## config.mk

```make
export PLATFORM = sky130hd
export DESIGN_NAME = led7seg_scan_ctrl
export DESIGN_NICKNAME = d
export VERILOG_FILES = /design/src/rtl/led7seg_pkg.sv /design/src/rtl/led7seg_595_shifter.sv /design/src/rtl/led7seg_scan_ctrl.sv
export SDC_FILE = /design/constraint.sdc
export NUM_CORES = 1
export LEC_CHECK = 0
export ABC_AREA = 1
export CAP_MARGIN = 20
export CORE_MARGIN = 2
export CORE_UTILIZATION = 55
export DETAILED_ROUTE_END_ITERATION = 10
export HOLD_SLACK_MARGIN = 0.02
export PLACE_DENSITY = 0.76
export SLEW_MARGIN = 20
export SYNTH_ARGS = -nofsm -noshare
export SYNTH_HDL_FRONTEND = slang
export SYNTH_SLANG_ARGS = --single-unit
export TNS_END_PERCENT = 5
```

## constraint.sdc

```tcl
create_clock -name clk -period 5.2 [get_ports clk]
set_input_delay 0.78 -clock clk [delete_from_list [all_inputs] [get_ports clk]]
set_output_delay 0.78 -clock clk [all_outputs]
set_load 0.02 [all_outputs]
```

## src/rtl/led7seg_pkg.sv

```systemverilog
// Shared sizes, state types and segment encoding for the 8-digit 74HC595 scan controller.
package led7seg_pkg;

    localparam int NUM_DIGITS = 8;
    localparam int WORD_W     = 16;
    localparam int IDX_W      = $clog2(NUM_DIGITS);
    localparam int BIT_W      = $clog2(WORD_W);

    // Serial sequencer phases; HOLD belongs to the scan controller's dwell.
    typedef enum logic [2:0] {
        IDLE,
        SHIFT_LO,
        SHIFT_HI,
        LATCH,
        HOLD
    } scan_state_t;

    typedef enum logic [1:0] {
        CTRL_IDLE,
        CTRL_XFER,
        CTRL_HOLD
    } ctrl_state_t;

    // Active-low {dp,g,f,e,d,c,b,a}, decimal point off.
    function automatic logic [7:0] hex_to_seg(input logic [3:0] nib);
        logic [7:0] seg;
        case (nib)
            4'h0: seg = 8'hC0;
            4'h1: seg = 8'hF9;
            4'h2: seg = 8'hA4;
            4'h3: seg = 8'hB0;
            4'h4: seg = 8'h99;
            4'h5: seg = 8'h92;
            4'h6: seg = 8'h82;
            4'h7: seg = 8'hF8;
            4'h8: seg = 8'h80;
            4'h9: seg = 8'h90;
            4'hA: seg = 8'h88;
            4'hB: seg = 8'h83;
            4'hC: seg = 8'hC6;
            4'hD: seg = 8'hA1;
            4'hE: seg = 8'h86;
            default: seg = 8'h8E;
        endcase
        return seg;
    endfunction

    // Blank overrides the decimal point; select is one-hot on the digit index.
    function automatic logic [WORD_W-1:0] make_word(
        input logic [IDX_W-1:0]        idx,
        input logic [4*NUM_DIGITS-1:0] digs,
        input logic [NUM_DIGITS-1:0]   dp,
        input logic [NUM_DIGITS-1:0]   blank
    );
        logic [7:0]            seg;
        logic [NUM_DIGITS-1:0] sel;
        seg = hex_to_seg(digs[{idx, 2'b00} +: 4]);
        if (dp[idx]) seg[7] = 1'b0;
        if (blank[idx]) seg = 8'hFF;
        sel      = '0;
        sel[idx] = 1'b1;
        return {seg, sel};
    endfunction

endpackage

```

## src/rtl/led7seg_595_shifter.sv

```systemverilog
// Shifts one 16-bit word MSB-first into a 74HC595 chain, then pulses the storage clock.
module led7seg_595_shifter
    import led7seg_pkg::*;
#(
    parameter int CLK_DIV = 2
) (
    input  logic              clk,
    input  logic              rst,
    input  logic              start,
    input  logic [WORD_W-1:0] word,
    output logic              done,
    output logic              sclk,
    output logic              rclk,
    output logic              dio
);

    localparam logic [7:0] DIV_LAST = 8'(CLK_DIV - 1);

    scan_state_t       state_q, state_d;
    logic [7:0]        div_q;
    logic [BIT_W-1:0]  bit_q;
    logic [WORD_W-1:0] word_q;
    logic              div_last;

    assign div_last = (div_q == DIV_LAST);

    always_comb begin
        // NOTE: every output and the next state get a default first, so no path infers a latch.
        state_d = state_q;
        done    = 1'b0;
        sclk    = 1'b0;
        rclk    = 1'b0;
        dio     = 1'b0;
        unique case (state_q)
            IDLE: begin
                if (start) state_d = SHIFT_LO;
            end
            SHIFT_LO: begin
                dio = word_q[bit_q];
                if (div_last) state_d = SHIFT_HI;
            end
            SHIFT_HI: begin
                sclk = 1'b1;
                dio  = word_q[bit_q];
                if (div_last) state_d = (bit_q == '0) ? LATCH : SHIFT_LO;
            end
            LATCH: begin
                rclk = 1'b1;
                // done is combinational so the controller enters its dwell with no gap cycle.
                if (div_last) begin
                    done    = 1'b1;
                    state_d = IDLE;
                end
            end
            default: state_d = IDLE;
        endcase
    end

    always_ff @(posedge clk or negedge rst) begin
        if (!rst) begin
            state_q <= IDLE;
            div_q   <= '0;
            bit_q   <= '0;
            word_q  <= '0;
        end else begin
            // NOTE: state registers use non-blocking assignments so every flop samples pre-edge values.
            state_q <= state_d;
            if (state_q == IDLE || div_last) div_q <= '0;
            else                             div_q <= div_q + 8'd1;
            if (state_q == IDLE && start) begin
                word_q <= word;
                bit_q  <= BIT_W'(WORD_W - 1);
            end else if (state_q == SHIFT_HI && div_last) begin
                bit_q <= bit_q - BIT_W'(1);
            end
        end
    end

endmodule

```

## src/rtl/led7seg_scan_ctrl.sv

```systemverilog
// Eight-digit multiplexed display scanner: owns digit index, double-buffered shadows and dwell timing.
module led7seg_scan_ctrl
    import led7seg_pkg::*;
#(
    parameter int CLK_DIV = 2,
    parameter int DWELL   = 4
) (
    input  logic        clk,
    input  logic        rst,
    input  logic        en,
    input  logic        load,
    input  logic [31:0] digits,
    input  logic [7:0]  dp_mask,
    input  logic [7:0]  blank_mask,
    output logic        sclk,
    output logic        rclk,
    output logic        dio,
    output logic        busy,
    output logic        frame_done
);

    localparam logic [15:0] DWELL_LAST = 16'(DWELL - 1);

    ctrl_state_t       state_q, state_d;
    logic [IDX_W-1:0]  idx_q, word_idx;
    logic [15:0]       dwell_q;
    logic              dwell_last;
    logic              start, xfer_done, advance, take_commit;
    logic [WORD_W-1:0] word;

    logic [31:0] pend_digits_q, act_digits_q, commit_digits, next_digits;
    logic [7:0]  pend_dp_q, act_dp_q, commit_dp, next_dp;
    logic [7:0]  pend_blank_q, act_blank_q, commit_blank, next_blank;

    // A load in the commit cycle itself is what gets committed.
    assign commit_digits = load ? digits     : pend_digits_q;
    assign commit_dp     = load ? dp_mask    : pend_dp_q;
    assign commit_blank  = load ? blank_mask : pend_blank_q;

    assign dwell_last = (dwell_q == DWELL_LAST);

    always_comb begin
        state_d     = state_q;
        start       = 1'b0;
        advance     = 1'b0;
        take_commit = 1'b0;
        frame_done  = 1'b0;
        word_idx    = idx_q;
        unique case (state_q)
            CTRL_IDLE: begin
                take_commit = 1'b1;
                if (en) begin
                    start   = 1'b1;
                    state_d = CTRL_XFER;
                end
            end
            CTRL_XFER: begin
                if (xfer_done) state_d = CTRL_HOLD;
            end
            CTRL_HOLD: begin
                if (dwell_last) begin
                    advance     = 1'b1;
                    word_idx    = idx_q + IDX_W'(1);
                    take_commit = (idx_q == IDX_W'(NUM_DIGITS - 1));
                    frame_done  = take_commit;
                    if (en) begin
                        start   = 1'b1;
                        state_d = CTRL_XFER;
                    end else begin
                        state_d = CTRL_IDLE;
                    end
                end
            end
            default: state_d = CTRL_IDLE;
        endcase
    end

    // The word for the next digit is built from the shadow it will display with.
    assign next_digits = take_commit ? commit_digits : act_digits_q;
    assign next_dp     = take_commit ? commit_dp     : act_dp_q;
    assign next_blank  = take_commit ? commit_blank  : act_blank_q;
    assign word        = make_word(word_idx, next_digits, next_dp, next_blank);
    assign busy        = (state_q != CTRL_IDLE);

    always_ff @(posedge clk or negedge rst) begin
        if (!rst) begin
            state_q       <= CTRL_IDLE;
            idx_q         <= '0;
            dwell_q       <= '0;
            // NOTE: shadow registers are reset explicitly; blank mask all-ones keeps the display dark.
            pend_digits_q <= '0;
            pend_dp_q     <= '0;
            pend_blank_q  <= '1;
            act_digits_q  <= '0;
            act_dp_q      <= '0;
            act_blank_q   <= '1;
        end else begin
            state_q <= state_d;
            if (advance) idx_q <= word_idx;
            if (state_q == CTRL_HOLD && !dwell_last) dwell_q <= dwell_q + 16'd1;
            else                                     dwell_q <= '0;
            if (load) begin
                pend_digits_q <= digits;
                pend_dp_q     <= dp_mask;
                pend_blank_q  <= blank_mask;
            end
            act_digits_q <= next_digits;
            act_dp_q     <= next_dp;
            act_blank_q  <= next_blank;
        end
    end

    led7seg_595_shifter #(
        .CLK_DIV (CLK_DIV)
    ) u_shifter (
        .clk   (clk),
        .rst   (rst),
        .start (start),
        .word  (word),
        .done  (xfer_done),
        .sclk  (sclk),
        .rclk  (rclk),
        .dio   (dio)
    );

endmodule

```

==> results of run 1 <==
==> metal layers <==
layer	share of wire, %	routed length, microns	GRT usage [%]	up-vias
li1	-	-	-	2970
met5	0	0	0	-
met2	49	7630	39.1	121
met3	3.9	611	5.28	21
met4	1.2	193	6.54	0
met1	46	7230	31.0	2761
==> placed cells by master (no fill, tap or decap), drive strengths merged <==
cell and instances:
a211oi 2, nor2 112, mux2i 9, a21oi 22, dfrtp 131, ha 16
nand2 244, inv 149, o22a 1, o31a 1, or2 2, nand3b 13
a21boi 2, nor3 9, nand3 53, o21a 2, clkdlybuf4s50 54, clkinv 3
nor4 4, bufinv 3, xor2 1, nand4 11, o21ai 52, mux2 16
clkbuf 21, buf 3, a31oi 3, clkinvlp 6, dfstp 16, nor3b 9
o211ai 3, and2 1, o22ai 5
==> worst paths after layout <==
kind | endpoint | start | cells after the start | slack (ps)
min in group clk | act_blank_q[3] | act_blank_q[3] | 2 | 470
max in group asynchronous | pend_blank_q[0] | rst | 2 | 3700
max | u_shifter.word_q[11] | dwell_q[0] | 19 | 1660
min | dwell_q[7] | rst | 1 | 450
min reg2reg | act_blank_q[3] | act_blank_q[3] | 2 | 470
max reg2reg | u_shifter.word_q[11] | dwell_q[0] | 19 | 1660
==> final cells by class <==
class	count	area (sq um)	area share [%]
multi-input cells	593	3010	34.8
well taps	176	220	2.54
inverters	149	559	6.45
flip-flops and latches	147	3700	42.7
repair buffers	58	574	6.62
clock buffers	20	447	5.15
clock inverters	12	158	1.82
==> kinds of logic after synthesis <==
family          after synthesis  synth area share [%]
simple gates                458                  27.3
buf+inv                     173                  9.45
flops                       147                  49.9
compound gates               93                  6.87
mux                          25                  3.65
fa+ha+maj                    16                  2.70
xor+xnor                      1                 0.118
==> sequential cells by signal, summed over array words and instances, names as in the netlist <==
register / flops
act_dp_q: 8
u_shifter.word_q: 16
idx_q: 3
pend_dp_q: 8
u_shifter.bit_q: 4
act_blank_q: 8
pend_digits_q: 32
pend_blank_q: 8
u_shifter.div_q: 8
state_q: 2
dwell_q: 16
act_digits_q: 32
u_shifter.state_q: 2
==> per-stage QoR <==
| step | setup WS, ps | instance area (sq um) | hold slack [ps] |
|---|---|---|---|
| after CTS | 1660 | 8670 | 473 |
| after floorplan | 2390 | 7410 | 436 |
| after global placement | 1810 | 8060 | 453 |
| after detailed placement | 1690 | 8060 | 457 |
| final | 1660 | 8670 | 445 |
| after global routing | 1240 | 8670 | 482 |
==> power groups by stage <==
| stage | clock [W] | sequential, W | combinational [W] |
|---|---|---|---|
| after floorplan | 0 | 0.00158 | 0.00110 |
| after global placement | 0 | 0.00161 | 0.00136 |
| after detailed placement | 0 | 0.00162 | 0.00138 |
| after CTS | 0.00127 | 0.00161 | 0.00140 |
| after global routing | 0.00132 | 0.00164 | 0.00160 |
| final | 0.00125 | 0.00161 | 0.00139 |
==> flow_summary_export.csv, run 1 <==
group,metric,value,unit
outcome,run_status,"complete, no violations",
layout,antenna-diode-count,0,
logic_synthesis,number_of_cells_produced_by_synthesis,913,
power_and_ir_drop,fin_total_pwr,0.00425,W
layout,drive_gt1_share,9.40,%
grt,antenna_found_initial,0,
grt,grt_max_degree,115,
layout,fill_cells,1132,
min_path,type_of_the_worst_min_delay_path,"input port to asynchronous set/reset pin",
logic_synthesis,ys_seq_area_share,49.9,%
job,drv.max_cap_violation_count,0,
critical_path,cp_top_family,"simple AND/OR/NAND/NOR gates",
place,dp.final_hpwl,10400,microns
power_and_ir_drop,cellPowerDensity,490,nW/um^2
power_and_ir_drop,standby_leakage_power,4.29,nW
sta,slew_headroom,39.5,%
power_and_ir_drop,power.sequential.fraction,37.8,%
critical_path,timing.critical_path.from_type,"register",
critical_path,critPathRequiredTime,5520,ps
clock_network,cts_tree,"done",
clock_network,cts_inserted_buffers,17,
layout,utilization,65.7,%
routing,number_of_violations_reported_at_the_end_of_detailed_routing_iteration_0,497,
clock_network,cts_max_level,4,
sta,max_clock_freq,282,MHz
logic_synthesis,synthDistinctLibCells,42,
grt,via_count_of_the_first_global_routing_pass,5700,
critical_path,cp_max_fo,55,
sta,final_hold_viol_count,0,
logic_synthesis,synth_most_common_cell,"nand2_1",
critical_path,criticalPathCategory,"register to register",
critical_path,end_kind,"register",
die,fp.coreArea,13200,sq um
die,die_y,120,microns
die,die_area,14400,sq um
sta,grt_setup_unrepaired,"false",
critical_path,cpMaxStageDelayCell,"nand2_4",
logic_synthesis,yosys.area.top_type,"dfrtp_1",
die,initial_utilization,56.2,%
sta,finClkSkew,7.67,ps
critical_path,critical_path_buf_inv_count,4,
critical_path,path_common_cell,"nand2_1",
logic_synthesis,mappedNetlistNets,981,
clock_network,cts-root-buf,"clkbuf_16",
place,port_buffers,56,
routing,drcViolationCount,0,
power_and_ir_drop,p_sw,0.00152,W
sta,worst-slew-pin-transition,907,ps
logic_synthesis,ys_dominant_reg_cell,"dfrtp_1",
layout,final_nets,1034,
logic_synthesis,synth_commonest_cells,"nand2_1 (240), inv_1 (146), dfrtp_1 (131), nor2_1 (100), nand3_1 (50)",
power_and_ir_drop,power_switching_share,35.7,%
critical_path,worstPathCellList,"ha_1, nand2_1, nor2_4, nand4_4, nand2_4, inv_2, nand2_1, nand2_1, nand2_1, inv_1, nor2_1, nand4_1, ha_1, inv_1, nand3_1, nand3_1, nand3_1, nand2_1, inv_1",
die,die_x,120,microns
power_and_ir_drop,cell_internal_power,0.00273,W
logic_synthesis,leading_cell_types_by_total_area_after_synthesis,"dfrtp_1 (44%), nand2_1 (12%), inv_1 (7.4%)",
routing,drtPass1Iterations,6,
sta,final_max_slew_viol_count,0,
sta,final_critical_period,3540,ps
clock_network,worst_skew_pair.late_latency,420,ps
logic_synthesis,synth-edff-count,0,
logic_synthesis,async_set_reset_flop_share_out_of_synthesis,100,%
logic_synthesis,ys_warn_count,0,
routing,detail_route.wl_per_cell,13.6,microns
logic_synthesis,synth.top_cell.area_share,44.2,%
grt,globalRouteOverflowTotal,0,
die,top_level_port_count,57,
place,placed_cells,1123,
grt,track_usage,23.5,%
sta,setup_viol,0,
clock_network,holdBufCountCts,0,
power_and_ir_drop,worst_ir_drop_vdd,0.000259,V
critical_path,worstPathArrival,3860,ps
clock_network,cts.repair.resized,0,
clock_network,clkSinkCount,147,
routing,route.antenna.remaining_nets,0,
sta,totalNegativeSetupSlack,0,ps
clock_network,cts_post_setup_buffers_inserted,0,
clock_network,clkTransAtPathRegs,60,ps
routing,wl,15700,microns
sta,period_share,68.1,%
power_and_ir_drop,clock_power_share,29.4,%
logic_synthesis,syn-cell-area,7410,sq um
routing,vias_per_cell,5.08,
routing,route.vias.total,5873,
logic_synthesis,postSynthAreaPerCell,8.12,sq um
clock_network,cts.path.max_buffers,2,
place,globalplace.congestion,0.860,
layout,fin_cells,1155,
layout,area_delta_synth_final,17.0,%
grt,wire_length_of_the_first_global_routing_pass,26700,microns
power_and_ir_drop,comb_power_share,32.8,%
critical_path,cpPeakStageDelay,610,ps
die,floorplan.rows,42,
logic_synthesis,yosys_register_bits,147,
No activity file was read; power rests on OpenSTA's default activity.
==> run 2, diff against run 1 <==
--- a/config.mk
+++ b/config.mk
@@ -8,7 +8,7 @@
 export ABC_AREA = 1
 export CAP_MARGIN = 20
 export CORE_MARGIN = 2
-export CORE_UTILIZATION = 55
+export CORE_UTILIZATION = 53
 export DETAILED_ROUTE_END_ITERATION = 10
 export HOLD_SLACK_MARGIN = 0.02
 export PLACE_DENSITY = 0.76
==> constraint.sdc (replaced) <==
create_clock -name clk -period 3 [get_ports clk]
set_input_delay 0.45 -clock clk [delete_from_list [all_inputs] [get_ports clk]]
set_output_delay 0.45 -clock clk [all_outputs]
set_load 0.02 [all_outputs]
==> run 2 against run 1 <==
Setup slack lost 1500 ps. Non-clock buffer count grew 21. Die area grew 3.6%. Hold slack gained 26 ps. Critical endpoint is now u_shifter.word_q[12]. Highest routed layer unchanged. Sequential share of layout area shrank 1.4 points. First-iteration DRC count grew 2.2%. Register-to-register slack lost 1500 ps. Clock power grew 53%. Sequential power grew 73%. Combinational power grew 92%. Final cell count grew 2.2%. Critical path depth is the same.
==> flow_summary_export.csv, run 2 (same netlist as run 1, synthesis figures left out) <==
group,metric,value,unit
outcome,run_status,"complete, no violations",
critical_path,worst_r2r_startpoint,"dwell_q[0]",
routing,route.vias.total,5983,
clock_network,cts.path.max_buffers,2,
routing,drtPass1Iterations,5,
clock_network,clkTransAtPathRegs,60,ps
critical_path,rr_worst_depth,19,
layout,layout_commonest_cell,"nand2_1",
place,dp.final_hpwl,11300,microns
critical_path,reg2reg_slack,150,ps
grt,grt_max_degree,75,
sta,final_max_slew_viol_count,0,
critical_path,cpPeakStageDelay,430,ps
power_and_ir_drop,worst_ir_drop_vdd,0.000447,V
critical_path,cp_top_family,"simple AND/OR/NAND/NOR gates",
routing,number_of_violations_reported_at_the_end_of_detailed_routing_iteration_0,508,
clock_network,cts_inserted_buffers,17,
sta,worst-slew-pin-transition,473,ps
die,die_y,122,microns
critical_path,crit_end,"u_shifter.word_q[12]",
critical_path,crit_path_start,"dwell_q[0]",
sta,setup_viol,0,
die,fp.coreArea,13800,sq um
grt,track_usage,23.8,%
critical_path,cp_max_fo,8,
place,port_buffers,56,
grt,grtUsageMet2,37.5,%
critical_path,critPathRequiredTime,3310,ps
critical_path,path_common_cell,"nand2_1",
sta,final_critical_period,2850,ps
layout,area_delta_synth_final,20.8,%
grt,via_count_of_the_first_global_routing_pass,5772,
sta,max_clock_freq,351,MHz
grt,gr-usage-met1,33.2,%
clock_network,cts_max_level,4,
layout,final_nets,1055,
layout,fin_cells,1180,
min_path,type_of_the_worst_min_delay_path,"register to register",
die,die_area,14900,sq um
die,initial_utilization,53.8,%
grt,globalRouteOverflowTotal,0,
power_and_ir_drop,fin_total_pwr,0.00737,W
place,globalplace.congestion,0.929,
clock_network,clkSinkCount,147,
critical_path,critical_path_buf_inv_count,2,
layout,utilization,65.0,%
critical_path,end_kind,"register",
die,die_x,122,microns
grt,grtUsageMet3,5.07,%
critical_path,criticalPathCategory,"register to register",
critical_path,cpMaxStageDelayCell,"dfrtp_1",
grt,grt.busiest_layer,"met2",
routing,vias_per_cell,5.07,
clock_network,cts_tree,"done",
die,floorplan.rows,43,
sta,finClkSkew,8.60,ps
clock_network,worst_skew_pair.late_latency,420,ps
critical_path,worst-path-stages,19,
critical_path,worstPathCellList,"ha_4, nand3_1, nor2_2, nand3_1, nand2_1, nand2_4, nand3_4, inv_1, nand2_1, inv_1, nor2_1, nand4_1, ha_1, nand3_1, nor2_1, nor2_1, nand2_1, nand2_1, nand2_1",
critical_path,worstPathArrival,3160,ps
clock_network,cts-root-buf,"clkbuf_16",
grt,wire_length_of_the_first_global_routing_pass,27800,microns
place,placed_cells,1142,
job,drv.max_cap_violation_count,0,
routing,drcViolationCount,0,
routing,detail_route.wl_per_cell,14.0,microns
sta,totalNegativeSetupSlack,0,ps
critical_path,timing.critical_path.from_type,"register",
layout,most-common-layout-cells,"nand2_1 (234), inv_1 (146), dfrtp_1 (130), nor2_1 (95), clkdlybuf4s50_1 (54)",
layout,drive_gt1_share,13.2,%
sta,final_hold_viol_count,0,
layout,antenna-diode-count,0,
power_and_ir_drop,cellPowerDensity,823,nW/um^2
layout,registers_with_the_highest_flip_flop_counts,"act_digits_q: 32 flops, pend_digits_q: 32 flops",
routing,route.antenna.remaining_nets,0,
power_and_ir_drop,standby_leakage_power,4.41,nW
grt,antenna_found_initial,0,
place,placed_cell_area,8220,sq um
routing,wl,16500,microns
die,top_level_port_count,57,
layout,final_cell_area,8960,sq um
critical_path,worst_r2r_endpoint,"u_shifter.word_q[12]",
sta,slew_headroom,68.2,%
sta,period_share,94.9,%
run 2: cell count changes in the layout (fill, tap and decap cells not counted), sizes merged:
cell / previous run / this run
buf: 3 / 24
bufinv: 3 / 0
clkbuf: 21 / 20
clkinv: 3 / 7
clkinvlp: 6 / 4
dlygate4sd3: 0 / 1
inv: 149 / 150
run 2: worst min-delay path, stage by stage, from the launching register on:
cell and delay [ps]:
dfstp_2 360, nand2_1 50, nand2_1 60
run 2: power by group:
| group | switching [W] | internal, W | leakage, nW |
|---|---|---|---|
| Sequential | 0.000226 | 0.00256 | 1.73 |
| Clock | 0.000837 | 0.00108 | 0.252 |
| Combinational | 0.00167 | 0.000999 | 2.43 |
| Total | 0.00274 | 0.00464 | 4.41 |
run 2: worst min-delay path by stage:
stage | start | endpoint | slack [ps] | depth (start not counted)
5_1_grt | act_blank_q[6] | act_blank_q[6] | 500 | 2
3_3_place_gp | rst | dwell_q[8] | 410 | 1
3_5_place_dp | rst | dwell_q[8] | 410 | 1
2_1_floorplan | rst | act_digits_q[0] | 150 | 0
4_1_cts | act_blank_q[4] | act_blank_q[4] | 470 | 2
6_report | act_blank_q[4] | act_blank_q[4] | 470 | 2
run 2: what timing repair did:
action                                 4_1_cts  5_1_grt
setup buffers                                0        5
pin swaps                                    0        2
hold buffers                                 1        0
endpoints found under the hold margin       40        0
setup endpoints to repair                    3        8
gates resized for setup                      1       32
run 2: layout make-up:
type	count	area, sq um
inverters	149	559
fillers	1190	4820
flip-flops and latches	147	3700
repair buffers	79	786
multi-input cells	593	3150
clock inverters	12	85.1
clock buffers	20	447
well taps	180	225
run 2: per-stage QoR:
stage	hold WS, ps	worst slack, ps
4_1_cts	471	22.5
3_3_place_gp	405	56.1
2_1_floorplan	154	400
6_report	471	152
5_1_grt	496	-98.5
3_5_place_dp	405	-18.7
run 2: layer usage:
layer,vias to the layer above,wire [microns]
li1,3018,-
met1,2813,7620
met2,135,7980
met3,17,693
met4,0,182
met5,-,0
==> run 3, diff against run 2 <==
==> constraint.sdc (replaced) <==
create_clock -name clk -period 3 [get_ports clk]
set_input_delay 0.3 -clock clk [delete_from_list [all_inputs] [get_ports clk]]
set_output_delay 0.3 -clock clk [all_outputs]
set_load 0.02 [all_outputs]
==> run 3 against run 2 <==
Sequential power about the same. Wire length increased by 3.8%. Cell area increased by 1.5%. Final cell count increased by 0.42%. Clock power increased by 22%. Largest power group unchanged.
==> flow_summary_export.csv, run 3 (same netlist as run 1, synthesis figures left out) <==
group,metric,value,unit
outcome,run_status,"complete, no violations",
sta,final_hold_viol_count,0,
power_and_ir_drop,power.sequential.fraction,35.6,%
sta,finClkSkew,11.1,ps
place,placed_cells,1143,
sta,setup_viol,0,
routing,wl,17100,microns
place,port_buffers,56,
routing,drtPass1Iterations,6,
die,initial_utilization,53.8,%
die,top_level_port_count,57,
critical_path,cp_max_fo,7,
layout,final_nets,1060,
power_and_ir_drop,fin_total_pwr,0.00785,W
power_and_ir_drop,standby_leakage_power,4.49,nW
clock_network,cts-root-buf,"clkbuf_16",
grt,wire_length_of_the_first_global_routing_pass,28200,microns
clock_network,cts.path.max_buffers,2,
critical_path,crit_path_start,"dwell_q[0]",
routing,route.antenna.remaining_nets,0,
clock_network,cts_tree,"done",
routing,route.vias.total,6091,
die,fp.coreArea,13800,sq um
grt,globalRouteOverflowTotal,0,
power_and_ir_drop,comb_power_share,34.7,%
routing,detail_route.wl_per_cell,14.4,microns
critical_path,cpMaxStageDelayCell,"dfrtp_1",
sta,slew_headroom,61.4,%
routing,number_of_violations_reported_at_the_end_of_detailed_routing_iteration_0,435,
sta,max_clock_freq,352,MHz
sta,final_critical_period,2840,ps
clock_network,cts_max_level,4,
sta,period_share,94.8,%
power_and_ir_drop,worst_ir_drop_vdd,0.000493,V
power_and_ir_drop,p_sw,0.00273,W
critical_path,worst_r2r_startpoint,"dwell_q[0]",
routing,drcViolationCount,0,
power_and_ir_drop,power_switching_share,34.8,%
routing,vias_per_cell,5.14,
layout,area_delta_synth_final,22.7,%
clock_network,worst_skew_pair.late_latency,430,ps
grt,antenna_found_initial,0,
place,dp.final_hpwl,11300,microns
critical_path,criticalPathCategory,"register to register",
die,die_area,14900,sq um
die,die_x,122,microns
die,die_y,122,microns
clock_network,cts_inserted_buffers,17,
critical_path,end_kind,"register",
place,globalplace.congestion,0.938,
die,floorplan.rows,43,
layout,layout_commonest_cell,"nand2_1",
critical_path,worstPathArrival,3150,ps
job,drv.max_cap_violation_count,0,
critical_path,critPathRequiredTime,3310,ps
power_and_ir_drop,clock_power_share,29.7,%
clock_network,clkSinkCount,147,
critical_path,cp_top_family,"simple AND/OR/NAND/NOR gates",
place,dp_worst_setup_slack,-4.22,ps
layout,most-common-layout-cells,"nand2_1 (235), inv_1 (146), dfrtp_1 (131), nor2_1 (95), clkdlybuf4s50_1 (54)",
power_and_ir_drop,cell_internal_power,0.00511,W
critical_path,timing.critical_path.from_type,"register",
power_and_ir_drop,cellPowerDensity,863,nW/um^2
grt,via_count_of_the_first_global_routing_pass,5911,
min_path,type_of_the_worst_min_delay_path,"input port to asynchronous set/reset pin",
sta,worst-slew-pin-transition,579,ps
critical_path,path_common_cell,"nor2_1",
layout,drive_gt1_share,13.4,%
critical_path,cpPeakStageDelay,450,ps
critical_path,critical_path_buf_inv_count,3,
critical_path,worstPathCellList,"ha_4, inv_1, nor2_1, nand2_1, nor2_4, nand3_1, nand2_1, nand2_4, nand3_2, nor2_1, nor2_1, nand2_1, nor2_4, inv_1, ha_1, nand3_1, nor2_1, o22ai_1, inv_1",
sta,final_max_slew_viol_count,0,
clock_network,clkTransAtPathRegs,60,ps
layout,fin_cells,1185,
layout,antenna-diode-count,0,
layout,registers_with_the_highest_flip_flop_counts,"act_digits_q: 32 flops, pend_digits_q: 32 flops",
grt,track_usage,24.1,%
sta,final_critical_path_setup_slack,155,ps
grt,grt_max_degree,72,
## run 3: cell count changes in the layout (fill, tap and decap cells not counted), sizes merged, moves of 2 or more
cell and change:
bufinv +5, clkinvlp -3, clkinv -3, buf +4, clkbuf +2
## run 3: worst reg2reg max path: cells and delay by family (launching register included)
| kind | cells | cell delay (ps) |
|---|---|---|
| simple gates | 13 | 1500 |
| fa+ha+maj | 2 | 420 |
| compound gates | 1 | 160 |
| buf+inv | 3 | 210 |
| flops | 1 | 450 |
## run 3: power by group through the flow
| stage | Clock [W] | Sequential [W] | Combinational, W |
|---|---|---|---|
| detailed placement | 0 | 0.00281 | 0.00255 |
| finish | 0.00233 | 0.00279 | 0.00272 |
| CTS | 0.00236 | 0.00279 | 0.00261 |
| global placement | 0 | 0.00279 | 0.00252 |
| floorplan | 0 | 0.00274 | 0.00190 |
| global route | 0.00246 | 0.00285 | 0.00307 |
## run 3: metal layers
metal	vias to the layer above	GRT usage [%]	routed length (microns)
li1	3027	-	-
met1	2890	32.5	7660
met2	140	38.9	8380
met3	34	5.53	711
met4	0	7.83	335
met5	-	0	0
## run 3: worst paths after layout
| kind | to | slack, ps | cells after the start |
|---|---|---|---|
| worst min-delay path | dwell_q[8] | 400 | 2 |
| worst max-delay path | u_shifter.word_q[10] | 160 | 19 |
| max in group asynchronous | act_blank_q[6] | 1730 | 3 |
| worst max register to register | u_shifter.word_q[10] | 160 | 19 |
| min in group clk | pend_digits_q[7] | 450 | 4 |
| worst min register to register | act_dp_q[0] | 470 | 2 |
## run 3: stage by stage
| step | setup TNS (ps) | hold WS [ps] | util, % | instance area, sq um |
|---|---|---|---|---|
| after floorplan | 0 | 4.41 | - | 7410 |
| after global placement | 0 | 301 | 59.6 | 8210 |
| after detailed placement | -4.22 | 296 | 59.6 | 8210 |
| after CTS | 0 | 437 | 64.5 | 8890 |
| after global routing | -235 | 457 | 66.0 | 9090 |
| final | 0 | 401 | 66.0 | 9090 |
## run 3: final cells by class
cell class	instances	area, sq um
Fill cell	1144	4680
Multi-Input combinational cell	594	3170
Clock buffer	22	474
Clock inverter	10	178
Timing Repair Buffer	83	791
Inverter	149	559
Sequential cell	147	3700
Tap cell	180	225
## run 3: repair_timing
action	4_1_cts	5_1_grt
hold buffers	1	0
endpoints found under the setup margin	3	7
gates resized for setup	4	29
buffers inserted	0	8
pin swaps	0	5
gates cloned	0	1
endpoints found under the hold margin	52	0
